[src/rtl/aes_128_ctrl_if.sv]
// aes_128_ctrl_if: plaintext in / ciphertext out valid-ready handshake bundle
interface aes_128_ctrl_if;
    logic         in_valid;
    logic         in_ready;
    logic [127:0] in_data;
    logic         out_valid;
    logic         out_ready;
    logic [127:0] out_data;
    modport master (output in_valid, in_data, out_ready, input in_ready, out_valid, out_data);
    modport slave (input in_valid, in_data, out_ready, output in_ready, out_valid, out_data);
endinterface

[src/rtl/aes_128_ctrl.sv]
// aes_128_ctrl: AES-128 round sequencer with round-key file, timeout abort and valid/ready front end
module aes_128_ctrl #(
    parameter int NR        = 10,
    parameter int ROUND_LAT = 3,
    parameter int TIMEOUT   = 15
) (
    input  logic          clk,
    input  logic          kill,
    aes_128_ctrl_if.slave bus,
    input  logic          cfg_we,
    input  logic [3:0]    cfg_addr,
    input  logic [127:0]  cfg_data,
    output logic          cfg_err,
    output logic          busy,
    output logic          err,
    output logic [127:0]  core_in_data,
    output logic          core_in_en,
    output logic [127:0]  core_key,
    output logic          core_last,
    input  logic [127:0]  core_out_data,
    input  logic          core_out_en
);
    localparam int CW = $clog2(TIMEOUT + ROUND_LAT + 1);
    typedef enum logic [1:0] {IDLE, ISSUE, WAIT, DONE} state_t;
    state_t state_q, state_d;
    logic [3:0] round_q, round_d;
    logic [127:0] blk_q, blk_d;
    logic [CW-1:0] cnt_q, cnt_d;
    logic [127:0] key_q [NR+1];
    logic [127:0] key_d [NR+1];
    logic in_ready_q, in_ready_d, out_valid_q, out_valid_d, busy_q, busy_d;
    logic err_q, err_d, cfg_err_q, cfg_err_d, core_in_en_q, core_in_en_d, core_last_q, core_last_d;
    logic [127:0] out_data_q, out_data_d, core_in_data_q, core_in_data_d, core_key_q, core_key_d;
    logic cfg_ok, issue;
    assign bus.in_ready  = in_ready_q;
    assign bus.out_valid = out_valid_q;
    assign bus.out_data  = out_data_q;
    assign cfg_err       = cfg_err_q;
    assign busy          = busy_q;
    assign err           = err_q;
    assign core_in_data  = core_in_data_q;
    assign core_in_en    = core_in_en_q;
    assign core_key      = core_key_q;
    assign core_last     = core_last_q;
    // next-state, key file writes and registered-output values
    always_comb begin
        cfg_ok = cfg_we && state_q == IDLE && cfg_addr <= 4'(NR);
        key_d = key_q;
        if (cfg_ok) key_d[cfg_addr] = cfg_data;
        state_d = state_q;
        round_d = round_q;
        blk_d = blk_q;
        cnt_d = cnt_q;
        err_d = 1'b0;
        case (state_q)
            IDLE: if (bus.in_valid && in_ready_q) begin
                blk_d = bus.in_data ^ key_q[0];
                round_d = 4'd1;
                state_d = ISSUE;
            end
            ISSUE: begin
                cnt_d = '0;
                state_d = WAIT;
            end
            WAIT: if (core_out_en) begin
                blk_d = core_out_data;
                state_d = round_q == 4'(NR) ? DONE : ISSUE;
                round_d = round_q == 4'(NR) ? round_q : round_q + 4'd1;
            end else if (cnt_q == CW'(TIMEOUT - 1)) begin
                err_d = 1'b1;
                blk_d = '0;
                round_d = '0;
                state_d = IDLE;
            end else begin
                cnt_d = cnt_q + 1'b1;
            end
            default: state_d = bus.out_ready ? IDLE : DONE;
        endcase
        issue = state_d == ISSUE;
        in_ready_d = state_d == IDLE;
        busy_d = state_d != IDLE;
        out_valid_d = state_d == DONE;
        out_data_d = (state_q == WAIT && state_d == DONE) ? blk_d : out_data_q;
        core_in_en_d = issue;
        core_last_d = issue && round_d == 4'(NR);
        core_in_data_d = issue ? blk_d : core_in_data_q;
        core_key_d = issue ? key_d[round_d] : core_key_q;
        cfg_err_d = cfg_we && !cfg_ok;
    end
    // state and output registers; kill clears everything including the key file
    always_ff @(posedge clk) begin
        if (!kill) begin
            state_q        <= IDLE;
            round_q        <= '0;
            blk_q          <= '0;
            cnt_q          <= '0;
            key_q          <= '{default: '0};
            in_ready_q     <= 1'b0;
            out_valid_q    <= 1'b0;
            busy_q         <= 1'b0;
            err_q          <= 1'b0;
            cfg_err_q      <= 1'b0;
            core_in_en_q   <= 1'b0;
            core_last_q    <= 1'b0;
            out_data_q     <= '0;
            core_in_data_q <= '0;
            core_key_q     <= '0;
        end else begin
            state_q        <= state_d;
            round_q        <= round_d;
            blk_q          <= blk_d;
            cnt_q          <= cnt_d;
            key_q          <= key_d;
            in_ready_q     <= in_ready_d;
            out_valid_q    <= out_valid_d;
            busy_q         <= busy_d;
            err_q          <= err_d;
            cfg_err_q      <= cfg_err_d;
            core_in_en_q   <= core_in_en_d;
            core_last_q    <= core_last_d;
            out_data_q     <= out_data_d;
            core_in_data_q <= core_in_data_d;
            core_key_q     <= core_key_d;
        end
    end
endmodule

[src/flat_wrapper.sv]
// flat-port wrapper written by rule: the top's interface ports become plain ports
module aes_128_ctrl_flat 
#(
    parameter int NR        = 10,
    parameter int ROUND_LAT = 3,
    parameter int TIMEOUT   = 15
)
  (clk, kill, cfg_we, cfg_addr, cfg_data, cfg_err, busy, err, core_in_data, core_in_en, core_key, core_last, core_out_data, core_out_en, bus_in_valid, bus_in_data, bus_out_ready, bus_in_ready, bus_out_valid, bus_out_data);
  aes_128_ctrl_if bus_i ();
  input  logic clk;
  input  logic kill;
  input  logic cfg_we;
  input  logic [3:0] cfg_addr;
  input  logic [127:0] cfg_data;
  output logic cfg_err;
  output logic busy;
  output logic err;
  output logic [127:0] core_in_data;
  output logic core_in_en;
  output logic [127:0] core_key;
  output logic core_last;
  input  logic [127:0] core_out_data;
  input  logic core_out_en;
  input wire logic [$bits(bus_i.in_valid)-1:0] bus_in_valid;
  input wire logic [$bits(bus_i.in_data)-1:0] bus_in_data;
  input wire logic [$bits(bus_i.out_ready)-1:0] bus_out_ready;
  output wire logic [$bits(bus_i.in_ready)-1:0] bus_in_ready;
  output wire logic [$bits(bus_i.out_valid)-1:0] bus_out_valid;
  output wire logic [$bits(bus_i.out_data)-1:0] bus_out_data;
  assign bus_i.in_valid = bus_in_valid;
  assign bus_i.in_data = bus_in_data;
  assign bus_i.out_ready = bus_out_ready;
  assign bus_in_ready = bus_i.in_ready;
  assign bus_out_valid = bus_i.out_valid;
  assign bus_out_data = bus_i.out_data;
  aes_128_ctrl #(.NR(NR), .ROUND_LAT(ROUND_LAT), .TIMEOUT(TIMEOUT)) u_core (.clk(clk), .kill(kill), .bus(bus_i), .cfg_we(cfg_we), .cfg_addr(cfg_addr), .cfg_data(cfg_data), .cfg_err(cfg_err), .busy(busy), .err(err), .core_in_data(core_in_data), .core_in_en(core_in_en), .core_key(core_key), .core_last(core_last), .core_out_data(core_out_data), .core_out_en(core_out_en));
endmodule
[config.mk]
export PLATFORM = sky130hd
export DESIGN_NAME = aes_128_ctrl_flat
export DESIGN_NICKNAME = d
export VERILOG_FILES = /design/src/rtl/aes_128_ctrl_if.sv /design/src/rtl/aes_128_ctrl.sv /design/src/flat_wrapper.sv
export SDC_FILE = /design/constraint.sdc
export NUM_CORES = 2
export LEC_CHECK = 0
export CAP_MARGIN = 20
export CORE_ASPECT_RATIO = 0.7
export CORE_MARGIN = 2
export CORE_UTILIZATION = 64
export CTS_CLUSTER_SIZE = 40
export DETAILED_ROUTE_END_ITERATION = 10
export DONT_BUFFER_PORTS = 1
export PLACE_DENSITY = 0.77
export SLEW_MARGIN = 20
export SYNTH_ARGS = -nofsm -noshare
export SYNTH_HDL_FRONTEND = slang
export SYNTH_SLANG_ARGS = --single-unit
export TNS_END_PERCENT = 20
[constraint.sdc]
create_clock -name clk -period 3.4 [get_ports clk]
set_input_delay 0.51 -clock clk [delete_from_list [all_inputs] [get_ports clk]]
set_output_delay 0.51 -clock clk [all_outputs]
set_load 0.03 [all_outputs]
# After elaboration in Yosys (flattened, before gate mapping)
# Index checks and enable logic that the tools add are counted.
# Widths: inputs -> output; s select.
# classes
n_addsub	2
magnitude_cmp	4
n_eq_ne	9
n_mux	26
n_bitwise	5
reduce_logical	14
# op_table
op	n
$bwmux 1408	1
$mux 1408	1
$mux 128	6
$bmux 128 s4	1
$demux 128 s4	1
$pmux 128 s2	1
$xor 128x128->128	1
$mux 4	4
$ge 5x5->1 const B	2
$mux 2	5
$mux 5	2
$not 4->5	2
$pmux 5 s2	1
$eq 4x4->1 const B	2
$pmux 4 s2	1
$logic_and 1x1->1	7
$pmux 2 s3	1
$add 5x1->5 const B	1
$eq 5x4->1 const B	1
$lt 5x1->1 const B	1
$add 4x1->4 const B	1
$eq 2x1->1 const B	2
$eq 2x2->1 const B	2
$le 4x4->1 const B	1
8 further kinds	12
# word_totals
register_bits	1938
input_bits	394
output_inout_bits	391
wordCells	85

# Depth between registers and ports, before layout
# depth
word_depth	10
depth_mapped	13
ltp_nobuf	9

# Worst setup path before layout
# OpenSTA, ideal clock, no wires.
# synth_path
path_kind	register to register
from	register u_core.round_q[0]
to	register u_core.core_key_q[42] (netlist: u_core.core_key[42])
setup_time_ns	0.119
arrival_time_ns	2.568
t_required_ns	3.281
slack_ns	0.713
path_stages_with_launch	12
n_path_buf	2
synth_period_minus_slack_ns	2.687
path_cell_list	dfxtp_1 -> inv_1 -> ha_1 -> and3b_1 -> o32ai_4 -> nor2_1 -> buf_2 -> clkbuf_1 -> or3_1 -> a32oi_1 -> o2111ai_1 -> o221a_1
# synth_between
elab_chain_len	8
# synth_rtl
item	line_no	source
from (decl)	aes_128_ctrl.sv:26	logic [3:0] round_q, round_d;
from (signal assigned)	aes_128_ctrl.sv:110	round_q <= round_d;
$add 4x1->4 or $eq 4x4->1 (tied branches)	aes_128_ctrl.sv:68, aes_128_ctrl.sv:67	
$mux 4	aes_128_ctrl.sv:68	round_d = round_q == 4'(NR) ? round_q : round_q + 4'd1;
$mux 4	aes_128_ctrl.sv:65	WAIT: if (core_out_en) begin
$pmux 4 s2	aes_128_ctrl.sv:55	case (state_q)
$not 4->5 (not written as such)	aes_128_ctrl.sv:87	core_key_d = issue ? key_d[round_d] : core_key_q;
$bmux 128 s4	aes_128_ctrl.sv:87	
$mux 128 (not written as such) (2 in series)	aes_128_ctrl.sv:87	
to (signal assigned)	aes_128_ctrl.sv:123	core_key_q <= core_key_d;
to (decl)	aes_128_ctrl.sv:33	logic [127:0] out_data_q, out_data_d, core_in_data_q, core_in_data_d, core_key_q, core_key_d;
# Parallel ways exist; a longest one is shown, timed or not. The select of a mux whose other input is x is not followed.
# A chain may end at the register's enable or synchronous reset.

# Worst setup path after layout
# layout_path
from	register u_core.state_q[0]
to	register u_core.core_key_q[61] (netlist: u_core.core_key[61])
# layout_between
elab_chain_len	7
# layout_rtl
item	line_no	source
from (decl)	aes_128_ctrl.sv:25	state_t state_q, state_d;
from (signal assigned)	aes_128_ctrl.sv:109	state_q <= state_d;
branches (longest 7 deep; another with $bmux 128 s4)	n/a	
# Several ways; the timed one is not identified. The select of a mux whose other input is x is not followed.

==> flow_summary_export.csv <==
group,metric,value,unit
outcome,status,"finished with violations",
outcome,failed_checks,"DRC",
sta,whs,21.1,ps
synthesis,syn-cell-area,87500,µm²
global_route,grt_max_degree,135,
power,pwr-share-clk,40.3,%
worst_setup_path,cp_max_fo,52,
die,ioPinCount,785,
place,routabilityCongestion,0.909,
worst_setup_path,cp_slowest_cell,"nand3b_1",
worst_hold_path,min_path_type,"in -> reg",
cts,numCtsBuffers,178,
worst_setup_path,crit_path_start_kind,"register",
power,p_total,52.5,mW
synthesis,synth_edf_count,0,
detailed_routing,vias,88800,
place,port_buffers,0,
synthesis,synth_cell_types,78,
detailed_routing,drt-total-wl,339,mm
place,placed_cell_area,89200,µm²
sta,slew_violations,0,
synthesis,syn_avg_cell_area,7.93,µm²
global_route,grt_pass1_wl,506,mm
cts,cts_tree,"done",
sta,rsz0062_at_grt,"true",
worst_setup_path,critPathKind,"reg -> reg",
cts,htree_levels,4,
cells_and_area,final_core_util,72.2,%
worst_setup_path,path_cells,"nor4b_2 > buf_4 > nand3b_1 > buf_12 > mux2i_4 > buf_12 > or3_1 > a21oi_1 > o32ai_1",
cts,path_clk_slew,60,ps
worst_setup_path,crit_family,"simple AND/OR/NAND/NOR gates",
detailed_routing,wl_met3,53.4,mm
worst_hold_path,holdPathStages,2,
global_route,grt_remaining_overflow,0,
detailed_routing,wire_per_inst,27.0,µm
power,max-vdd-ir-drop,0.592,mV
sta,period_share,98.6,%
worst_setup_path,end_kind,"register",
detailed_routing,wl_met1,122,mm
cts,post-cts-setup-buffers,0,
sta,setup_viol,0,
synthesis,synth_area_leaders,"dfxtp_1 (44%), nand2_1 (11%), a21oi_1 (9.0%), mux2i_1 (5.2%), nor2_1 (4.2%)",
detailed_routing,drt-initial-drc-count,15700,
power,p_sw_share,28.4,%
synthesis,synthArstFlopShare,0,%
die,chipWidth,446,µm
power,p_leak,34.0,nW
synthesis,ys.flop_type,"dfxtp_1",
synthesis,ys_ff_latch,1938,
worst_setup_path,r2r_cells,9,
sta,finalClockSkew,25.3,ps
power,powerDensity,535,nW/µm²
worst_hold_path,hold_end,"u_core.core_key[60]$_SDFFE_PN0P_",
die,rows,113,
sta,worst_slew_pin_slew,1150,ps
cells_and_area,postLayoutCellArea,98000,µm²
cts,cts_sinks,1938,
global_route,grt_usage,46.0,%
worst_setup_path,regToRegStartpoint,"u_core.state_q[0]$_SDFF_PN0_",
cts,cts_root_buf,"clkbuf_16",
worst_setup_path,worst_path_most_repeated_cell,"buf_12",
detailed_routing,detail_route.vias_per_cell,7.08,
synthesis,yosysMostFrequentCell,"nand2_1",
die,die_area,140000,µm²
sta,min_period,3350,ps
power,power_frac_seq,46.9,%
cells_and_area,drive_gt1_share,6.80,%
die,die_h,313,µm
synthesis,synthCells,11000,
cts,clock_latency,860,ps
cts,clockBufferDepth,3,
global_route,grt_pass1_vias,83900,
synthesis,synth.net_count,11400,
worst_setup_path,crit_path_max_incr_delay,590,ps
global_route,antenna_found_initial,18,
die,initial_utilization,64.5,%
worst_setup_path,cp.required,4120,ps
sta,relSlewSlack,23.6,%
die,design.core.area,136000,µm²
detailed_routing,routed.top_layer,"met5",
sta,hold_viol,0,
cells_and_area,syn_to_final_growth,12.1,%
flow_run,maxCapViolCount,0,
synthesis,ys_top_cells_by_count,"nand2_1 (2574), dfxtp_1 (1938), a21oi_1 (1579)",
power,p_sw,14.9,mW
power,p_int,37.6,mW
worst_setup_path,reg2reg_slack,50,ps
detailed_routing,dr.pass1.iters,11,
synthesis,synth_top_cell_area_share,44.3,%
worst_hold_path,hold_path.startpoint,"cfg_data[60]",
worst_setup_path,timing.rr.end,"u_core.core_key[61]$_SDFFE_PN0P_",
synthesis,ys_seq_area_share,44.3,%
sta,fmax,298,MHz
synthesis,yosysTopAreaCell,"dfxtp_1",
worst_setup_path,crit_buf_inv,3,
worst_setup_path,worstPathArrival,4070,ps
detailed_routing,ant_nets,0,
detailed_routing,drc,3,
synthesis,ys_warn_count,0,
place,dp_hpwl,191,mm
cells_and_area,fin_nets,11000,
detailed_routing,wl_met2,140,mm
power,combPwrFrac,12.8,%
per-layer routing:
metal / vias to the layer above / track usage, %
met5: - / 0
met4: 4 / 28.3
met3: 1697 / 15.1
met2: 7495 / 67.3
met1: 41300 / 58.9
li1: 38300 / -
timing repair:
item / in CTS / in global routing
resized for setup: 0 / 4
endpoints found under the setup margin: 0 / 94
hold buffers: 272 / 0
endpoints found under the hold margin: 1691 / 0
area by class of cell:
type | count | area (µm²)
clock inverters | 71 | 882
well taps | 1782 | 2230
clock buffers | 251 | 5170
inverters | 6 | 30.0
diodes | 23 | 57.6
multi-input cells | 7900 | 44300
fillers | 10200 | 37700
repair buffers | 571 | 6570
flip-flops and latches | 1938 | 38800
worst max path at each step:
stage                                 start                          endpoint  slack (ps)  cells after the start
2_1_floorplan  u_core.round_q[0]$_SDFF_PN0_  u_core.core_key[42]$_SDFFE_PN0P_         710                     11
3_3_place_gp   u_core.state_q[1]$_SDFF_PN0_  u_core.core_key[47]$_SDFFE_PN0P_         260                      9
3_5_place_dp   u_core.state_q[1]$_SDFF_PN0_  u_core.core_key[72]$_SDFFE_PN0P_         110                      9
4_1_cts        u_core.state_q[1]$_SDFF_PN0_   u_core.core_key[7]$_SDFFE_PN0P_          60                      9
5_1_grt        u_core.state_q[0]$_SDFF_PN0_  u_core.core_key[37]$_SDFFE_PN0P_         -30                      9
6_report       u_core.state_q[0]$_SDFF_PN0_  u_core.core_key[61]$_SDFFE_PN0P_          50                      9
cells in the final DEF (no fill, tap or decap), types with 171 or more instances in the layout:
master         synthesis  final
dlygate4sd3_1          0    271
a21oi_1             1579   1579
nor2_1               968    963
a222oi_1             171    171
dfxtp_1             1938   1937
or3_1                240    237
a211oi_1             258    258
clkbuf_16              0    181
buf_4                  9    171
mux2i_1              454    451
nand2_1             2574   2570
state kept, by name, summed over array words and instances, names as in the netlist, 2 cells and up:
register and cells:
u_core.blk_q 128, u_core.bus.out_data 128, u_core.cnt_q 5, u_core.core_in_data 128
u_core.core_key 128, u_core.key_q 1408, u_core.round_q 4, u_core.state_q 2
power by group through the flow:
stage,logic (mW),clock network (mW),registers (mW)
3_3_place_gp,5.66,0,25.1
3_5_place_dp,5.79,0,25.1
4_1_cts,6.41,21.1,24.6
6_report,6.71,21.1,24.6
2_1_floorplan,4.20,0,24.8
5_1_grt,6.99,22.0,24.6
logic make-up after synthesis:
logic type               Yosys count  share of synthesized area [%]
XOR/XNOR                         131                           1.31
AND/OR/NAND/NOR                 4161                           19.7
AO/OA/AOI/OAI                   3118                           23.6
adder cells (fa/ha/maj)            4                         0.0572
buffers and inverters           1197                           5.45
multiplexers                     486                           5.61
flip-flops                      1938                           44.3
stage by stage:
step	setup TNS [ps]	cells	setup WS, ps
4_1_cts	0	12500	55.6
3_3_place_gp	0	11900	260
2_1_floorplan	0	11000	713
3_5_place_dp	0	11900	106
5_1_grt	-150	12500	-33.5
6_report	0	12500	48.7
(Power assumes the default switching activity.)
